<file path="src/rtl/vga_vram_arbiter.sv">
// VGA framebuffer port arbiter: shares one synchronous VRAM port between
// display fetch, a hardware fill engine and host writes, and drives the
// 2-clock RGB/sync output pipeline for a 4x-upscaled 160x120 RGB332 image.
module vga_vram_arbiter #(
  parameter int unsigned FB_W    = 160,
  parameter int unsigned FB_H    = 120,
  parameter int unsigned FB_SIZE = 19200
) (
  input  logic        clk,
  input  logic        clr,
  input  logic [9:0]  px_x,
  input  logic [9:0]  px_y,
  input  logic        vidon,
  input  logic        hsync_in,
  input  logic        vsync_in,
  output logic        hsync,
  output logic        vsync,
  output logic [2:0]  red,
  output logic [2:0]  green,
  output logic [1:0]  blue,
  input  logic        wr_req,
  input  logic [14:0] wr_addr,
  input  logic [7:0]  wr_data,
  output logic        wr_ack,
  input  logic        fill_start,
  input  logic [7:0]  fill_color,
  output logic        fill_busy,
  output logic        fill_done,
  output logic [14:0] ram_addr,
  output logic        ram_we,
  output logic [7:0]  ram_wdata,
  input  logic [7:0]  ram_rdata
);

  localparam int unsigned AW = 15;
  localparam int unsigned DW = 8;
  localparam logic [AW-1:0] LAST_ADDR = AW'(FB_SIZE - 1);

  typedef enum logic {IDLE, FILL} fill_state_t;

  fill_state_t   state;
  logic [AW-1:0] fill_cnt;
  logic [DW-1:0] fill_color_q;

  logic          disp_slot_c;
  logic [6:0]    row_c;
  logic [7:0]    col_c;
  logic [AW-1:0] disp_addr_c;
  logic          fill_gnt_c;
  logic          wr_gnt_c;
  logic          wr_in_range_c;

  logic          slot_q;
  logic          vid_d1;
  logic          hs_d1;
  logic          vs_d1;
  logic [DW-1:0] pix;
  logic [DW-1:0] pix_next_c;

  // Low row bits and the top row bit never address VRAM; the geometry
  // parameters are documentary since the row stride is fixed at 160.
  logic unused_ok;
  assign unused_ok = &{1'b0, px_y[9], px_y[1:0], FB_W[0], FB_H[0]};

  // Display slot detection and row*160+col address via shift-add
  always_comb begin
    row_c       = px_y[8:2];
    col_c       = px_x[9:2];
    disp_slot_c = vidon & (px_x[1:0] == 2'd0);
    disp_addr_c = AW'({row_c, 7'd0}) + AW'({row_c, 5'd0}) + AW'(col_c);
  end

  // Fixed-priority grants: display > fill > host; nothing granted in reset
  always_comb begin
    fill_gnt_c    = clr & (state == FILL) & ~disp_slot_c;
    wr_gnt_c      = clr & wr_req & (state == IDLE) & ~disp_slot_c;
    wr_in_range_c = (32'(wr_addr) < FB_SIZE);
  end

  // VRAM port mux and host acknowledge from the current grant
  always_comb begin
    ram_addr  = '0;
    ram_we    = 1'b0;
    ram_wdata = '0;
    wr_ack    = 1'b0;
    if (disp_slot_c) begin
      ram_addr = disp_addr_c;
    end else if (fill_gnt_c) begin
      ram_addr  = fill_cnt;
      ram_we    = 1'b1;
      ram_wdata = fill_color_q;
    end else if (wr_gnt_c) begin
      wr_ack    = 1'b1;
      ram_addr  = wr_addr;
      ram_wdata = wr_data;
      ram_we    = wr_in_range_c;
    end
  end

  // Fill engine: sweeps the framebuffer whenever the port is not fetching
  always_ff @(posedge clk or negedge clr) begin
    if (!clr) begin
      state        <= IDLE;
      fill_cnt     <= '0;
      fill_color_q <= '0;
      fill_busy    <= 1'b0;
      fill_done    <= 1'b0;
    end else begin
      fill_done <= 1'b0;
      case (state)
        IDLE: begin
          if (fill_start) begin
            state        <= FILL;
            fill_cnt     <= '0;
            fill_color_q <= fill_color;
            fill_busy    <= 1'b1;
          end
        end
        FILL: begin
          if (!disp_slot_c) begin
            if (fill_cnt == LAST_ADDR) begin
              state     <= IDLE;
              fill_busy <= 1'b0;
              fill_done <= 1'b1;
            end else begin
              fill_cnt <= fill_cnt + AW'(1);
            end
          end
        end
        default: state <= IDLE;
      endcase
    end
  end

  // Pixel capture: read data arrives the cycle after a display slot
  always_comb begin
    pix_next_c = slot_q ? ram_rdata : pix;
  end

  // Two-stage output pipeline; stage two folds in the colour blanking
  always_ff @(posedge clk or negedge clr) begin
    if (!clr) begin
      slot_q <= 1'b0;
      vid_d1 <= 1'b0;
      hs_d1  <= 1'b0;
      vs_d1  <= 1'b0;
      pix    <= '0;
      hsync  <= 1'b0;
      vsync  <= 1'b0;
      red    <= 3'd0;
      green  <= 3'd0;
      blue   <= 2'd0;
    end else begin
      slot_q <= disp_slot_c;
      vid_d1 <= vidon;
      hs_d1  <= hsync_in;
      vs_d1  <= vsync_in;
      pix    <= pix_next_c;
      hsync  <= hs_d1;
      vsync  <= vs_d1;
      red    <= vid_d1 ? pix_next_c[7:5] : 3'd0;
      green  <= vid_d1 ? pix_next_c[4:2] : 3'd0;
      blue   <= vid_d1 ? pix_next_c[1:0] : 2'd0;
    end
  end

endmodule

</file>
<file path="config.mk">
export PLATFORM = sky130hd
export DESIGN_NAME = vga_vram_arbiter
export DESIGN_NICKNAME = d
export VERILOG_FILES = /design/src/rtl/vga_vram_arbiter.sv
export SDC_FILE = /design/constraint.sdc
export NUM_CORES = 1
export LEC_CHECK = 0
export CORE_ASPECT_RATIO = 1.2
export CORE_MARGIN = 5
export CORE_UTILIZATION = 38
export CTS_CLUSTER_DIAMETER = 50
export DETAILED_ROUTE_END_ITERATION = 16
export PLACE_DENSITY = 0.7
export SETUP_SLACK_MARGIN = 0.02
export SYNTH_ARGS = -nofsm -noshare
export SYNTH_HDL_FRONTEND = slang
export SYNTH_SLANG_ARGS = --single-unit
</file>
<file path="constraint.sdc">
create_clock -name clk -period 3.5 [get_ports clk]
set_input_delay 0.525 -clock clk [delete_from_list [all_inputs] [get_ports clk]]
set_output_delay 0.525 -clock clk [all_outputs]
set_load 0.01 [all_outputs]
</file>
# Word-level counts from Yosys, hierarchy flattened

Index checks and enable logic that the tools add are counted.

Bits in read-only memories: 0
Latch bits: 0
Input port bits: 66
Memories: 0
Register bits: 48
Logic and storage cells: 67
Bits in writable memories: 0
Output and inout port bits: 37

Multiplexer cells: 31
Add/subtract/negate cells: 3
Reductions and logical operators: 4
$lt $le $gt $ge: 1
Equal/unequal tests: 5
Multiply operators: 0
Divide/modulo/power cells: 0
Bitwise gates (word level): 8
Shifts and indexed selects: 0

Operator list:

| cell                                                   | number |
|---|---|
| two-way mux 15 bit                                     | 6 |
| two-way mux 8 bit                                      | 4 |
| one-hot mux 15 bit (2 select lines)                    | 1 |
| adder 14 x 12 -> 15 bit                                | 1 |
| adder 15 x 1 -> 15 bit (second input constant)         | 1 |
| adder 15 x 8 -> 15 bit                                 | 1 |
| == test 15 bit (second input constant)                 | 1 |
| less-than comparator 15 bit (second input constant)    | 1 |
| two-way mux 1 bit                                      | 15 |
| bitwise AND 1 bit                                      | 6 |
| two-way mux 3 bit                                      | 2 |
| inequality test 2 bit (second input constant)          | 3 |
| AND reduction 3 bit                                    | 2 |
| one-hot mux 1 bit (2 select lines)                     | 2 |
| zero test 2 bit                                        | 1 |
| two-way mux 2 bit                                      | 1 |
| inequality test 2 x 1 -> 1 bit (second input constant) | 1 |
| inverter 1 bit                                         | 2 |
| AND reduction 2 bit                                    | 1 |

# Longest topological paths before layout

Depth in word-level cells: 7
Gate-level depth with buffers: 8
Depth with buffers taken out: 8

# Worst setup path before layout

Ideal clock, no wire load.

Kind: in2out
Start: in px_x[9]
End: out ram_addr[13]
Path slack: 0.585 ns
Path buffers: 0
Data arrival time: 2.390 ns
Required time: 2.975 ns
Stages on the path: 8
Cell sequence: inv_1 fa_1 inv_1 ha_1 a21oi_1 o211ai_1 or4_1 o211ai_1

Word-level cells in the longest chain between the ends: 2

RTL lines:

| what                   | RTL line | RTL |
|---|---|---|
| start, declared        | 11       | `input logic [9:0] px_x,` |
| adder 15 x 8 -> 15 bit | 70       | `disp_addr_c = AW'({row_c, 7'd0}) + AW'({row_c, 5'd0}) + AW'(col_c);` |
| two-way mux 15 bit     | 86       | `if (disp_slot_c) begin` |
| end, declared          | 29       | `output logic [14:0] ram_addr,` |

No other way between the ends.

# Final worst setup path

Start: in px_y[3]
End: out ram_addr[12]

Word-level cells in the longest chain between the ends: 3

RTL lines:

| what                    | RTL line | RTL |
|---|---|---|
| start, declared         | 12       | `input logic [9:0] px_y,` |
| adder 14 x 12 -> 15 bit | 70       |  |
| adder 15 x 8 -> 15 bit  | 70       |  |
| two-way mux 15 bit      | 86       |  |

No other way between the ends.

==> results.cfg <==
[outcome]
status = finished clean

[grt]
grt_start_max_net_pins = 38
grtUsageTotal_pct = 17.40
grt_pass1_wl_um = 12830
grt_pass1_vias = 2746
antenna_found_initial = 0
grt_overflow = 0

[floorplanning]
die_area_um2 = 9182
boundaryPins = 103
row_count = 34
coreArea_um2 = 7232
die_x_um = 88.31
die_h_um = 104.0
initial_core_util_pct = 38.67

[yosys]
ys_seq_elements = 48
synthArstFlopShare_pct = 100.0
synth_cell_types = 49
synthTopCellsByArea = dfrtp_1 (43%), mux2_2 (6.4%), ha_1 (6.3%)
ys.warnings.count = 0
synthDominantCellAreaShare_pct = 42.95
synth.avg_cell_area_um2 = 10.63
yosys.area.top_type = dfrtp_1
syn-instance-count = 263
synth_nets = 345
synth-edff-count = 0
netlist_area_um2 = 2796
ys_seq_area_share_pct = 42.95
ys.flop_type = dfrtp_1

[clock_network]
cts-root-buf = clkbuf_8
cts_buffer_depth = 2
cts_tree = built
htree_levels = 2
hold_buffers = 0
clk_latency_ns = 0.30
cts_buffers = 5
clk_pin_slew_ns = 0.09
cts.sinks = 48

[sta]
setup_viol = 0
slew_headroom_pct = 55.66
fin_crit_ns = 3.355
final.setup.worst_slack_ns = 0.1451
hold_viol = 0
max_freq_mhz = 298.1
period_share_pct = 95.85
worst-slew-pin-transition_ns = 0.6601
rsz0062_at_grt = no
fin_skew_ns = 0.008420
slew_violations = 0

[flow_run]
maxCapViolations = 0

[power]
pwr-share-clk_pct = 24.8
p_sw_uw = 482.7
p_per_area_nw_per_um2 = 404.2
leakagePower_nw = 1.823
seqPwrFrac_pct = 43.7
internal_power_mw = 1.186
combPwrFrac_pct = 31.5
switching_share_pct = 28.93
ir_worst_vdd_v = 0.0002216

[worst_hold_path]
hold_path.class = in -> async

[route]
ant_nets = 0
drt-pass1-iter-count = 5
routed_wirelength_um = 7755
viasPerCell = 5.427
drc = 0
vias = 2540
drt_iter0_drc = 158
wire_per_inst_um = 16.57

[worst_setup_path]
start_kind = primary input
crit_type = in -> out
cp_max_fo = 2
cp.arrival_ns = 2.83
rr_worst_depth = 5
end_kind = primary output
critPathRequiredTime_ns = 2.97

[placement]
post_dp_cell_area_um2 = 3960
dp_hpwl_um = 6078
gp_congestion = 0.8633
dpl_worst_slack_ns = -0.5090
port_buffers = 99

[finish]
final_cell_area_um2 = 4128
num-fill-cells = 655
finalNetCount = 459
layout_commonest_cell = clkdlybuf4s50_1
drive_gt1_share_pct = 15.87
area_growth_syn_to_layout_pct = 47.61
final_cell_mix = clkdlybuf4s50_1 (89), dfrtp_1 (48), buf_4 (23)
n_antenna_cell = 0
-- sequential cells by signal, summed over array words and instances (netlist names) --
name and cells:
blue 2, fill_busy 1, fill_cnt 15, fill_color_q 8, fill_done 1, green 3, hs_d1 1, hsync 1
pix 8, red 3, slot_q 1, state 1, vid_d1 1, vs_d1 1, vsync 1
-- worst max-delay path, stage by stage --
cell             delay, ns
clkdlybuf4s50_1       0.49
ha_1                  0.24
ha_1                  0.24
fa_2                  0.38
a21oi_2               0.17
buf_4                 0.13
o211ai_1              0.11
mux2i_1               0.17
nand2_1               0.07
dlygate4sd2_1         0.29
-- cell families (layout without fill, tap and decap cells) --
| group | after synthesis | in the layout | share of synthesized area [%] |
|---|---|---|---|
| xor+xnor | 3 | 3 | 0.9398 |
| compound gates | 61 | 61 | 16.91 |
| buf+inv | 38 | 153 | 6.129 |
| mux | 26 | 26 | 10.02 |
| fa+ha+maj | 16 | 16 | 7.696 |
| simple gates | 71 | 71 | 15.35 |
| flops | 48 | 48 | 42.95 |
-- stage by stage --
stage                     hold WS, ns  power, mW  setup TNS, ns  utilization, %  instances
after CTS                      0.2127      1.680              0           56.85        468
final                          0.2011      1.669              0           57.08        468
after floorplan                0.2294     0.9815              0               -        263
after global routing           0.2163      1.766              0           57.08        468
after global placement         0.3319      1.236         -2.180           54.76        457
after detailed placement       0.3347      1.255         -2.253           54.76        457
-- layout make-up --
cell class	instances	area [µm²]	area share [%]
Multi-Input combinational cell	177	1463	35.43
Sequential cell	48	1201	29.10
Timing Repair Buffer	122	1144	27.71
Inverter	23	86.33	2.092
Clock buffer	6	82.58	2.001
Clock inverter	2	38.79	0.9397
Tap cell	90	112.6	2.728
-- path summary, 6_finish.rpt --
kind,startpoint,endpoint,slack [ns]
worst min register to register,vs_d1,vsync,0.35
worst max register to register,fill_cnt[0],fill_busy,1.39
min in group clk,vs_d1,vsync,0.35
max in group asynchronous,clr,fill_busy,2.86
worst max-delay path,px_y[3],ram_addr[12],0.15
worst min-delay path,clr,fill_cnt[4],0.20
-- per-layer routing --
metal | track usage, % | part of all wire (%) | up-vias
met5 | 0 | 0 | -
met4 | 6.587 | 1.7 | 0
met3 | 3.487 | 8.7 | 8
met2 | 29.25 | 49 | 117
met1 | 21.55 | 41 | 1204
li1 | - | - | 1211
-- cells in the mapped netlist (6+ instances only) --
master    instances
o21ai_0           9
a22o_1            8
inv_1            23
nand3_1           7
dfrtp_1          48
mux2i_1          10
and2_1            9
nor4_1            6
mux2_2           16
ha_1             14
nand2_1          18
clkbuf_1          6
a222oi_1          8
-- what timing repair did --
item                                    in CTS  in global routing
pin swaps                                    7                  2
endpoints found under the hold margin        0                  0
resized for setup                           17                  3
buffers inserted                             3                  0
endpoints found under the setup margin       7                  2
-- power by group through the flow --
stage / clock, mW / combinational, mW / sequential (mW)
3_3_place_gp: 0 / 0.502 / 0.734
3_5_place_dp: 0 / 0.517 / 0.738
5_1_grt: 0.441 / 0.581 / 0.744
2_1_floorplan: 0 / 0.266 / 0.715
4_1_cts: 0.426 / 0.526 / 0.728
6_report: 0.413 / 0.526 / 0.729
No activity file was read; power rests on OpenSTA's default activity.
